[config.mk]
export PLATFORM = sky130hd
export DESIGN_NAME = regfile_rename
export DESIGN_NICKNAME = d
export VERILOG_FILES = /design/src/rtl/regfile_rename_pkg.sv /design/src/rtl/regfile_rename_lookup.sv /design/src/rtl/regfile_rename.sv
export SDC_FILE = /design/constraint.sdc
export NUM_CORES = 2
export LEC_CHECK = 0
export ABC_AREA = 1
export CORE_UTILIZATION = 30
export CTS_CLUSTER_SIZE = 40
export DETAILED_ROUTE_END_ITERATION = 8
export MAX_ROUTING_LAYER = met4
export PLACE_DENSITY = 0.45
export SYNTH_ARGS = -nofsm -noshare
export SYNTH_HDL_FRONTEND = slang
export SYNTH_SLANG_ARGS = --single-unit
[constraint.sdc]
create_clock -name clk -period 5.85 [get_ports clk]
set_input_delay 0.8775 -clock clk [delete_from_list [all_inputs] [get_ports clk]]
set_output_delay 0.8775 -clock clk [all_outputs]
set_load 0.005 [all_outputs]
[src/rtl/regfile_rename_pkg.sv]
// regfile_rename_pkg: constants and helpers shared by the rename register file,
// the ROB and the decoder.
//   DATA_W / REG_W / TAG_W : data, register-index and tag widths
//   TAG_FREE               : tag value meaning "no pending producer"
//   ROB_IDX_HI/LO          : slice of a tag holding the ROB index
package regfile_rename_pkg;

   localparam int unsigned DATA_W     = 32;
   localparam int unsigned REG_W      = 5;
   localparam int unsigned TAG_W      = 4;
   localparam int unsigned NUM_REGS   = 1 << REG_W;
   localparam int unsigned CNT_W      = REG_W + 1;
   localparam int unsigned ROB_IDX_HI = TAG_W - 2;
   localparam int unsigned ROB_IDX_LO = 0;

   // MSB set, ROB index cleared
   localparam logic [TAG_W-1:0] TAG_FREE = TAG_W'(1) << (ROB_IDX_HI + 1);

   typedef logic [DATA_W-1:0] data_t;
   typedef logic [TAG_W-1:0]  tag_t;
   typedef logic [REG_W-1:0]  reg_t;

   // Register has an in-flight producer
   function automatic logic tag_busy(input logic [TAG_W-1:0] t);
      return t != TAG_FREE;
   endfunction

   // ROB entry index carried by a tag
   function automatic logic [ROB_IDX_HI:ROB_IDX_LO] rob_idx(input logic [TAG_W-1:0] t);
      return t[ROB_IDX_HI:ROB_IDX_LO];
   endfunction

endpackage

[src/rtl/regfile_rename_lookup.sv]
// regfile_rename_lookup: one combinational source read port.
// Masks register 0 to data 0 / TAG_FREE. With REGFILE_COMMIT_BYPASS_EN defined,
// a matching commit in the same cycle is forwarded (data = commit_data, tag free).
//   src_reg            : register index being looked up
//   reg_data / reg_tag : stored state of that register
//   commit_*           : ROB commit port (bypass build only)
//   src_data / src_tag : lookup result
module regfile_rename_lookup
   import regfile_rename_pkg::*;
(
   input  logic [REG_W-1:0]  src_reg,
   input  logic [DATA_W-1:0] reg_data,
   input  logic [TAG_W-1:0]  reg_tag,
`ifdef REGFILE_COMMIT_BYPASS_EN
   input  logic              commit_en,
   input  logic [REG_W-1:0]  commit_reg,
   input  logic [DATA_W-1:0] commit_data,
   input  logic [TAG_W-1:0]  commit_tag,
`endif
   output logic [DATA_W-1:0] src_data,
   output logic [TAG_W-1:0]  src_tag
);

   always_comb begin
      src_data = reg_data;
      src_tag  = reg_tag;
      if (src_reg == '0) begin
         src_data = '0;
         src_tag  = TAG_FREE;
      end
`ifdef REGFILE_COMMIT_BYPASS_EN
      // Forward a commit that retires this register's current producer
      else if (commit_en && (commit_reg == src_reg) && (reg_tag == commit_tag)) begin
         src_data = commit_data;
         src_tag  = TAG_FREE;
      end
`endif
   end

endmodule

[src/rtl/regfile_rename.sv]
// regfile_rename: architectural register file with per-register rename tags.
// Optional same-cycle commit forwarding on the read ports: REGFILE_COMMIT_BYPASS_EN.
//   clk, rst (sync, active-low)
//   rename_en/reg/tag : destination rename from the decoder
//   src1_*/src2_*     : combinational source lookups (data or producing tag)
//   commit_en/reg/data/tag : in-order commit write from the ROB
//   flush             : discard all pending renames
//   busy_cnt          : registered count of registers with a pending tag
module regfile_rename
   import regfile_rename_pkg::*;
(
   input  logic              clk,
   input  logic              rst,
   input  logic              rename_en,
   input  logic [REG_W-1:0]  rename_reg,
   input  logic [TAG_W-1:0]  rename_tag,
   input  logic [REG_W-1:0]  src1_reg,
   input  logic [REG_W-1:0]  src2_reg,
   output logic [DATA_W-1:0] src1_data,
   output logic [TAG_W-1:0]  src1_tag,
   output logic [DATA_W-1:0] src2_data,
   output logic [TAG_W-1:0]  src2_tag,
   input  logic              commit_en,
   input  logic [REG_W-1:0]  commit_reg,
   input  logic [DATA_W-1:0] commit_data,
   input  logic [TAG_W-1:0]  commit_tag,
   input  logic              flush,
   output logic [CNT_W-1:0]  busy_cnt
);

   data_t data_q [NUM_REGS];
   tag_t  tag_q  [NUM_REGS];

   logic rename_ok;
   logic commit_ok;
   logic commit_clr;
   logic cnt_inc;
   logic cnt_dec;

   // Qualify writes and derive the busy counter delta
   always_comb begin
      rename_ok  = rename_en && (rename_reg != '0);
      commit_ok  = commit_en && (commit_reg != '0);
      // A same-register rename overrides the commit's tag clear
      commit_clr = commit_ok && (tag_q[commit_reg] == commit_tag)
                   && !(rename_ok && (rename_reg == commit_reg));
      cnt_inc    = rename_ok && !tag_busy(tag_q[rename_reg]);
      cnt_dec    = commit_clr && tag_busy(tag_q[commit_reg]);
   end

   // State update: commit data always lands; flush drops tags and renames
   always_ff @(posedge clk) begin
      if (!rst) begin
         data_q   <= '{default: '0};
         tag_q    <= '{default: TAG_FREE};
         busy_cnt <= '0;
      end else begin
         if (commit_ok) data_q[commit_reg] <= commit_data;
         if (flush) begin
            tag_q    <= '{default: TAG_FREE};
            busy_cnt <= '0;
         end else begin
            if (commit_clr) tag_q[commit_reg] <= TAG_FREE;
            if (rename_ok)  tag_q[rename_reg] <= rename_tag;
            busy_cnt <= busy_cnt + CNT_W'(cnt_inc) - CNT_W'(cnt_dec);
         end
      end
   end

   regfile_rename_lookup u_src1 (
      .src_reg     (src1_reg),
      .reg_data    (data_q[src1_reg]),
      .reg_tag     (tag_q[src1_reg]),
`ifdef REGFILE_COMMIT_BYPASS_EN
      .commit_en   (commit_en),
      .commit_reg  (commit_reg),
      .commit_data (commit_data),
      .commit_tag  (commit_tag),
`endif
      .src_data    (src1_data),
      .src_tag     (src1_tag)
   );

   regfile_rename_lookup u_src2 (
      .src_reg     (src2_reg),
      .reg_data    (data_q[src2_reg]),
      .reg_tag     (tag_q[src2_reg]),
`ifdef REGFILE_COMMIT_BYPASS_EN
      .commit_en   (commit_en),
      .commit_reg  (commit_reg),
      .commit_data (commit_data),
      .commit_tag  (commit_tag),
`endif
      .src_data    (src2_data),
      .src_tag     (src2_tag)
   );

endmodule

# ---- After elaboration in Yosys (flattened, before gate mapping)
# Cells that the tools add are included.
dict set report totals {
  latchBits 0
  regBits 1158
  wordCells 135
  input_bits 65
  rom_bits 0
  n_memories 0
  ram_bits 0
  output_inout_bits 78
}
dict set report op_classes {
  add_sub_neg 2
  div 0
  shift 0
  n_eq_ne 4
  muxes 34
  n_lt_le_gt_ge 6
  bitwise 8
  multipliers 0
  n_reduce_logical 16
}
# operator count
set op_table {}
lappend op_table {{$bwmux W1024} 1}
lappend op_table {{$mux W128} 4}
lappend op_table {{$bmux W32 S5} 2}
lappend op_table {{$mux W32} 7}
lappend op_table {{$demux W32 S5} 1}
lappend op_table {{$bwmux W128} 1}
lappend op_table {{$and A96 B96 Y96} 1}
lappend op_table {{$not A96 Y96} 1}
lappend op_table {{$bmux W4 S5} 4}
lappend op_table {{$mux W4} 12}
lappend op_table {{$demux W4 S5} 2}
lappend op_table {{$or A32 B32 Y32} 1}
lappend op_table {{$ge A6 B6 Y1 const B} 4}
lappend op_table {{$not A5 Y6} 4}
lappend op_table {{$lt A6 B1 Y1 const B} 2}
lappend op_table {{$logic_not A5 Y1} 2}
lappend op_table {{$reduce_bool A5 Y1} 2}
lappend op_table {{$logic_and A1 B1 Y1} 9}
lappend op_table {{$ne A4 B4 Y1 const B} 2}
lappend op_table {{$add A6 B1 Y6} 1}
lappend op_table {{$sub A6 B1 Y6} 1}
lappend op_table {{$eq A5 B5 Y1} 1}
lappend op_table {{$eq A4 B4 Y1} 1}
lappend op_table {{$logic_not A1 Y1} 2}
lappend op_table {{2 further kinds} 2}

# ---- Longest topological paths before layout
dict set report depth {
  word_depth 12
  depth_mapped 28
  depth_no_buf 26
}

# ---- Hierarchy
# From an unflattened synthesis, not the netlist that was laid out.
dict set report unflattened {
  cells_unflattened 10020
  area_unflattened_um2 64246.6
}
# module cells_per_inst seq_area_each_um2 area_each_um2 n_inst
set by_module_without_submodules {}
lappend by_module_without_submodules {regfile_rename 9862 23182.2 63596.0 1}
lappend by_module_without_submodules {regfile_rename_lookup 79 0.0 325.3 2}

# ---- Worst setup path after synthesis
# No wires, ideal clock.
dict set report synth_timing {
  kind {input to register}
  from {input commit_reg[1]}
  to {register busy_cnt[4]}
  slack_ns 2.061
  setup_ns 0.125
  path_buffers 4
  required_time_ns 5.725
  stages 23
  arrival_time_ns 3.664
  path_cell_list {buf_4 > inv_2 > buf_4 > buf_2 > nand2_1 > nand2_1 > nand2_1 > nand2_1 > nor2_1 > a21oi_1 > nor2_2 > buf_4 > nand3_1 > a41oi_1 > ha_1 > inv_1 > ha_1 > inv_1 > fa_1 > nor2_1 > a211oi_1 > o21ai_0 > a21oi_1}
}
dict set report synth_via {
  elab_chain_len 9
  elab_cells_between_ends 15
  cone_classes {add/sub: 1; eq/ne: 3; mux: 3; bitwise: 1; reduce/logical: 7}
}
# item line_no
set synth_lines {}
lappend synth_lines {{start: declaration} regfile_rename.sv:24} ;# input logic [REG_W-1:0] commit_reg,
lappend synth_lines {{$not A5 Y6 (not written as such)} {regfile_rename.sv:45, regfile_rename.sv:48}}
lappend synth_lines {{$bmux W4 S5} {regfile_rename.sv:45, regfile_rename.sv:48}}
lappend synth_lines {{$mux W4 (not written as such) (2 in series)} {regfile_rename.sv:45, regfile_rename.sv:48}}
lappend synth_lines {{$eq A4 B4 Y1} regfile_rename.sv:45} ;# commit_clr = commit_ok && (tag_q[commit_reg] == commit_tag)
lappend synth_lines {{$logic_and A1 B1 Y1} regfile_rename.sv:45}
lappend synth_lines {{$logic_and A1 B1 Y1} regfile_rename.sv:46} ;# && !(rename_ok && (rename_reg == commit_reg));
lappend synth_lines {{$logic_and A1 B1 Y1 (*)} regfile_rename.sv:48} ;# cnt_dec = commit_clr && tag_busy(tag_q[commit_reg]);
lappend synth_lines {{$sub A6 B1 Y6 (*)} regfile_rename.sv:65} ;# busy_cnt <= busy_cnt + CNT_W'(cnt_inc) - CNT_W'(cnt_dec);
lappend synth_lines {{end signal: assignment} regfile_rename.sv:65}
lappend synth_lines {{end: declaration} regfile_rename.sv:28} ;# output logic [CNT_W-1:0] busy_cnt
# Every way passes the cells marked *; elsewhere a longest branch is shown, timed or not. The select of a mux whose other input is x is not followed.
# A chain may end at the register's enable or synchronous reset.

# ---- Worst setup path in the final report
dict set report layout_timing {
  from {input src2_reg[1]}
  to {output src2_data[25]}
}
dict set report layout_via {
  elab_chain_len 5
  elab_cells_between_ends 6
  cone_classes {mux: 4; bitwise: 1; reduce/logical: 1}
}
# item line_no
set layout_lines {}
lappend layout_lines {{start: declaration} regfile_rename.sv:18} ;# input logic [REG_W-1:0] src2_reg,
lappend layout_lines {{$not A5 Y6 (not written as such)} regfile_rename.sv:86} ;# .reg_data (data_q[src2_reg]),
lappend layout_lines {{$bmux W32 S5} regfile_rename.sv:86}
lappend layout_lines {{$mux W32 (not written as such) (2 in series)} regfile_rename.sv:86}
lappend layout_lines {{$mux W32 (*)} regfile_rename_lookup.sv:27} ;# if (src_reg == '0) begin
lappend layout_lines {{end: declaration} regfile_rename.sv:21} ;# output logic [DATA_W-1:0] src2_data,
# Marked as above.

==> summary.md <==
| Metric | Value |
|---|---|
| Outcome | finished, final reports clean |
| Crit path capture type | output pin |
| Synth cell count leaders | o21ai_0 (1,937), a21oi_1 (1,554), nor2_1 (1,372), nand2_1 (1,205), dfxtp_1 (1,158) |
| Worst-Margin Slew | 1400 ps |
| Vias per inst | 5.82 |
| Die span in y | 462 µm |
| Finished Layout Cells | 12.5k |
| Pins Over Slew Limit | 0 |
| Grt ovf | 0 |
| Pre-CTS WS | 584 ps |
| Register area share after synthesis | 36.5% |
| Number of synthesized flops with an enable pin | 0 |
| Synth cell types | 46 |
| Reg2reg path depth | 15 |
| Remaining DRCs | 0 |
| Nets | 9,689 |
| DIE AREA | 214,000 µm² |
| Most used DFF post-synth | dfxtp_1 |
| Top-area cell type share of the netlist area | 36.5% |
| Via Count | 73.0k |
| Final Util | 34.8% |
| Max-cap violations | 0 |
| Peak VDD IR | 0.330 mV |
| H-tree depth | 4 |
| Post-synth top area cell | dfxtp_1 |
| CP max-delay cell | nor3_1 |
| Hold Path Stages | 2 |
| Vias in the first global route | 66.4k |
| Reg2Reg Setup Slack | 2230 ps |
| Final setup violation count | 0 |
| CP Class | input pin to output pin |
| # Post-CTS Setup Buffers | 0 |
| Post-Route Setup TNS | 0 ps |
| Fmax achieved | 196 MHz |
| Critical R2R Capture | busy_cnt[4] |
| Routability Congestion | 0.944 |
| Syn nets | 10.0k |
| Ys async rst share | 0% |
| Port-buffer cells | 142 |
| Num CTS Buffers | 146 |
| CP max stage delay | 630 ps |
| Slew HR | 6.20% |
| Worst-skew pair later-pin latency | 830 ps |
| Count leader, synth | o21ai_0 |
| Initial DRC count | 9,048 |
| RSZ-0062 raised after global routing | no |
| Critical path startpoint category | input pin |
| Power per cell area | 278 nW/µm² |
| Post-CTS Hold Buffers | 0 |
| Crit-path cells | buf_8, inv_8, buf_4, o21ai_0, o22ai_1, nand2_1, nand2_1, a311oi_1, buf_4, nor3_1, buf_4, clkdlybuf4s50_1 |
| Core area | 210,000 µm² |
| Critical Path AT | 4230 ps |
| Fillers | 22.6k |
| CTS tree | built |
| Endpoints failing hold | 0 |
| Top area cells in the synthesized netlist | dfxtp_1 (36%), o21ai_0 (15%), a21oi_1 (12%) |
| Post-Route WL | 355 mm |
| Antenna violations before repair | 28 |
| Largest net degree at the start of global routing | 205 |
| Root Driver | clkbuf_16 |
| Post-CTS Resized | 0 |
| Die Span X | 462 µm |
| Share of cells above drive strength 1 | 6.80% |
| Final Cycle Share | 87.3% |
| Lkg Pwr | 25.4 nW |
| FP Rows | 168 |
| CP required | 4970 ps |
| Post-synthesis instance total | 9,968 |
| First-pass GRT wire length | 503 mm |
| Hold wc startpoint | data_q[1023] |
| Type of the worst min-delay path | flop to flop |
| 1st-pass router iterations | 8 |
| Minimum clock period | 5110 ps |
| Initial core utilization | 30.3% |
| Max Root-Sink Buffers | 3 |
| Worst path most repeated cell | buf_4 |
| Critical-path maximum fanout | 36 |
| Layout Area Growth over Synthesis | 14.9% |
| Clock transition at the registers of the reported paths | 60 ps |
| ANT nets after route | 0 |
| Clk sinks | 1,158 |
| Clk_skew | 49.6 ps |
| GRT Util Overall | 32.8% |
| Hpwl dp | 212 mm |
| Synthesized area per cell | 6.38 µm² |
| Synth warn | 0 |
| Synthesized area | 63,600 µm² |
| # IOs | 143 |
| Worst setup margin | 742 ps |
| #FFs+latches synth | 1,158 |
| Inst Count DP | 12.3k |
| Drt wl/cell | 28.3 µm |
| R2r startpoint | tag_q[76] |
| Hold path endpoint | data_q[1023] |
[power breakdown]
part           switching [mW]  internal (mW)
Clock                    4.03           5.34
Sequential             0.0501           7.97
Combinational            2.11          0.794
Total                    6.20           14.1
[how the worst max path moves through the flow]
stage                  start             to  slack [ps]  depth (start not counted)
2_1_floorplan  commit_reg[1]    busy_cnt[4]        2060                         23
3_3_place_gp   rename_reg[1]    busy_cnt[5]         680                         21
3_5_place_dp   rename_reg[1]    busy_cnt[4]         580                         18
4_1_cts          src2_reg[0]   src2_data[4]         790                         12
5_1_grt          src2_reg[0]   src2_data[6]         740                         10
6_report         src2_reg[1]  src2_data[25]         740                         12
[critical path, delay by kind of cell]
family	cells	cell delay (ps)
buffers and inverters	6	2000
and+or+nand+nor	3	760
AOI/OAI and AO/OA	3	410
[cell usage in the layout (no fill, tap or decap), types with 18 or more instances in the layout]
cell / netlist / routed
a211oi_1: 22 / 22
a21oi_1: 1554 / 1554
a31oi_1: 87 / 87
buf_12: 0 / 55
buf_4: 12 / 268
clkbuf_1: 799 / 42
clkbuf_16: 0 / 147
clkbuf_8: 0 / 38
clkdlybuf4s50_1: 0 / 127
dfxtp_1: 1158 / 1158
inv_1: 662 / 651
nand2_1: 1205 / 1174
nand2_2: 3 / 24
nand3_1: 525 / 524
nand4_1: 18 / 18
nand4_2: 19 / 19
nor2_1: 1372 / 1361
nor3_1: 40 / 40
o211ai_1: 148 / 148
o21ai_0: 1937 / 1937
o221ai_1: 78 / 78
o22ai_1: 67 / 67
[final cells by class]
class | instances | area (µm²) | area share, %
timing repair buffer | 460 | 4490 | 6.14
inverter | 681 | 2620 | 3.58
sequential | 1158 | 23200 | 31.7
antenna | 14 | 35.0 | 0.0480
multi-input combinational | 7170 | 34300 | 47.0
clock buffer | 227 | 4360 | 5.97
clock inverter | 31 | 498 | 0.682
tap | 2805 | 3510 | 4.81
[routing by layer]
metal  share of wire [%]  GRT usage [%]
met1                  42           42.5
met2                  44           49.2
met3                 8.6           5.17
met4                 5.6           16.5
met5                   0              -
[logic make-up (layout without fill, tap and decap cells)]
logic type | count (synthesis) | count (layout) | synth area share [%]
simple gates | 3201 | 3201 | 20.5
mux | 1 | 1 | 0.0157
compound gates | 3957 | 3957 | 32.9
xor+xnor | 4 | 4 | 0.0551
flops | 1158 | 1158 | 36.5
other cells | 0 | 14 | 0
buf+inv | 1640 | 1399 | 9.89
fa+ha+maj | 7 | 7 | 0.150
[flip-flops by register name, summed over array words and instances, names as in the netlist]
signal    cells
busy_cnt      6
data_q     1024
tag_q       128
[per-stage QoR]
stage               hold WS (ps)  area, µm²  power (mW)
floorplan                    417      63600        9.67
global placement             426      68100        11.0
detailed placement           429      68100        11.0
CTS                          438      73000        20.3
global route                 453      73000        20.9
finish                       437      73000        20.3
(Power assumes the default switching activity.)
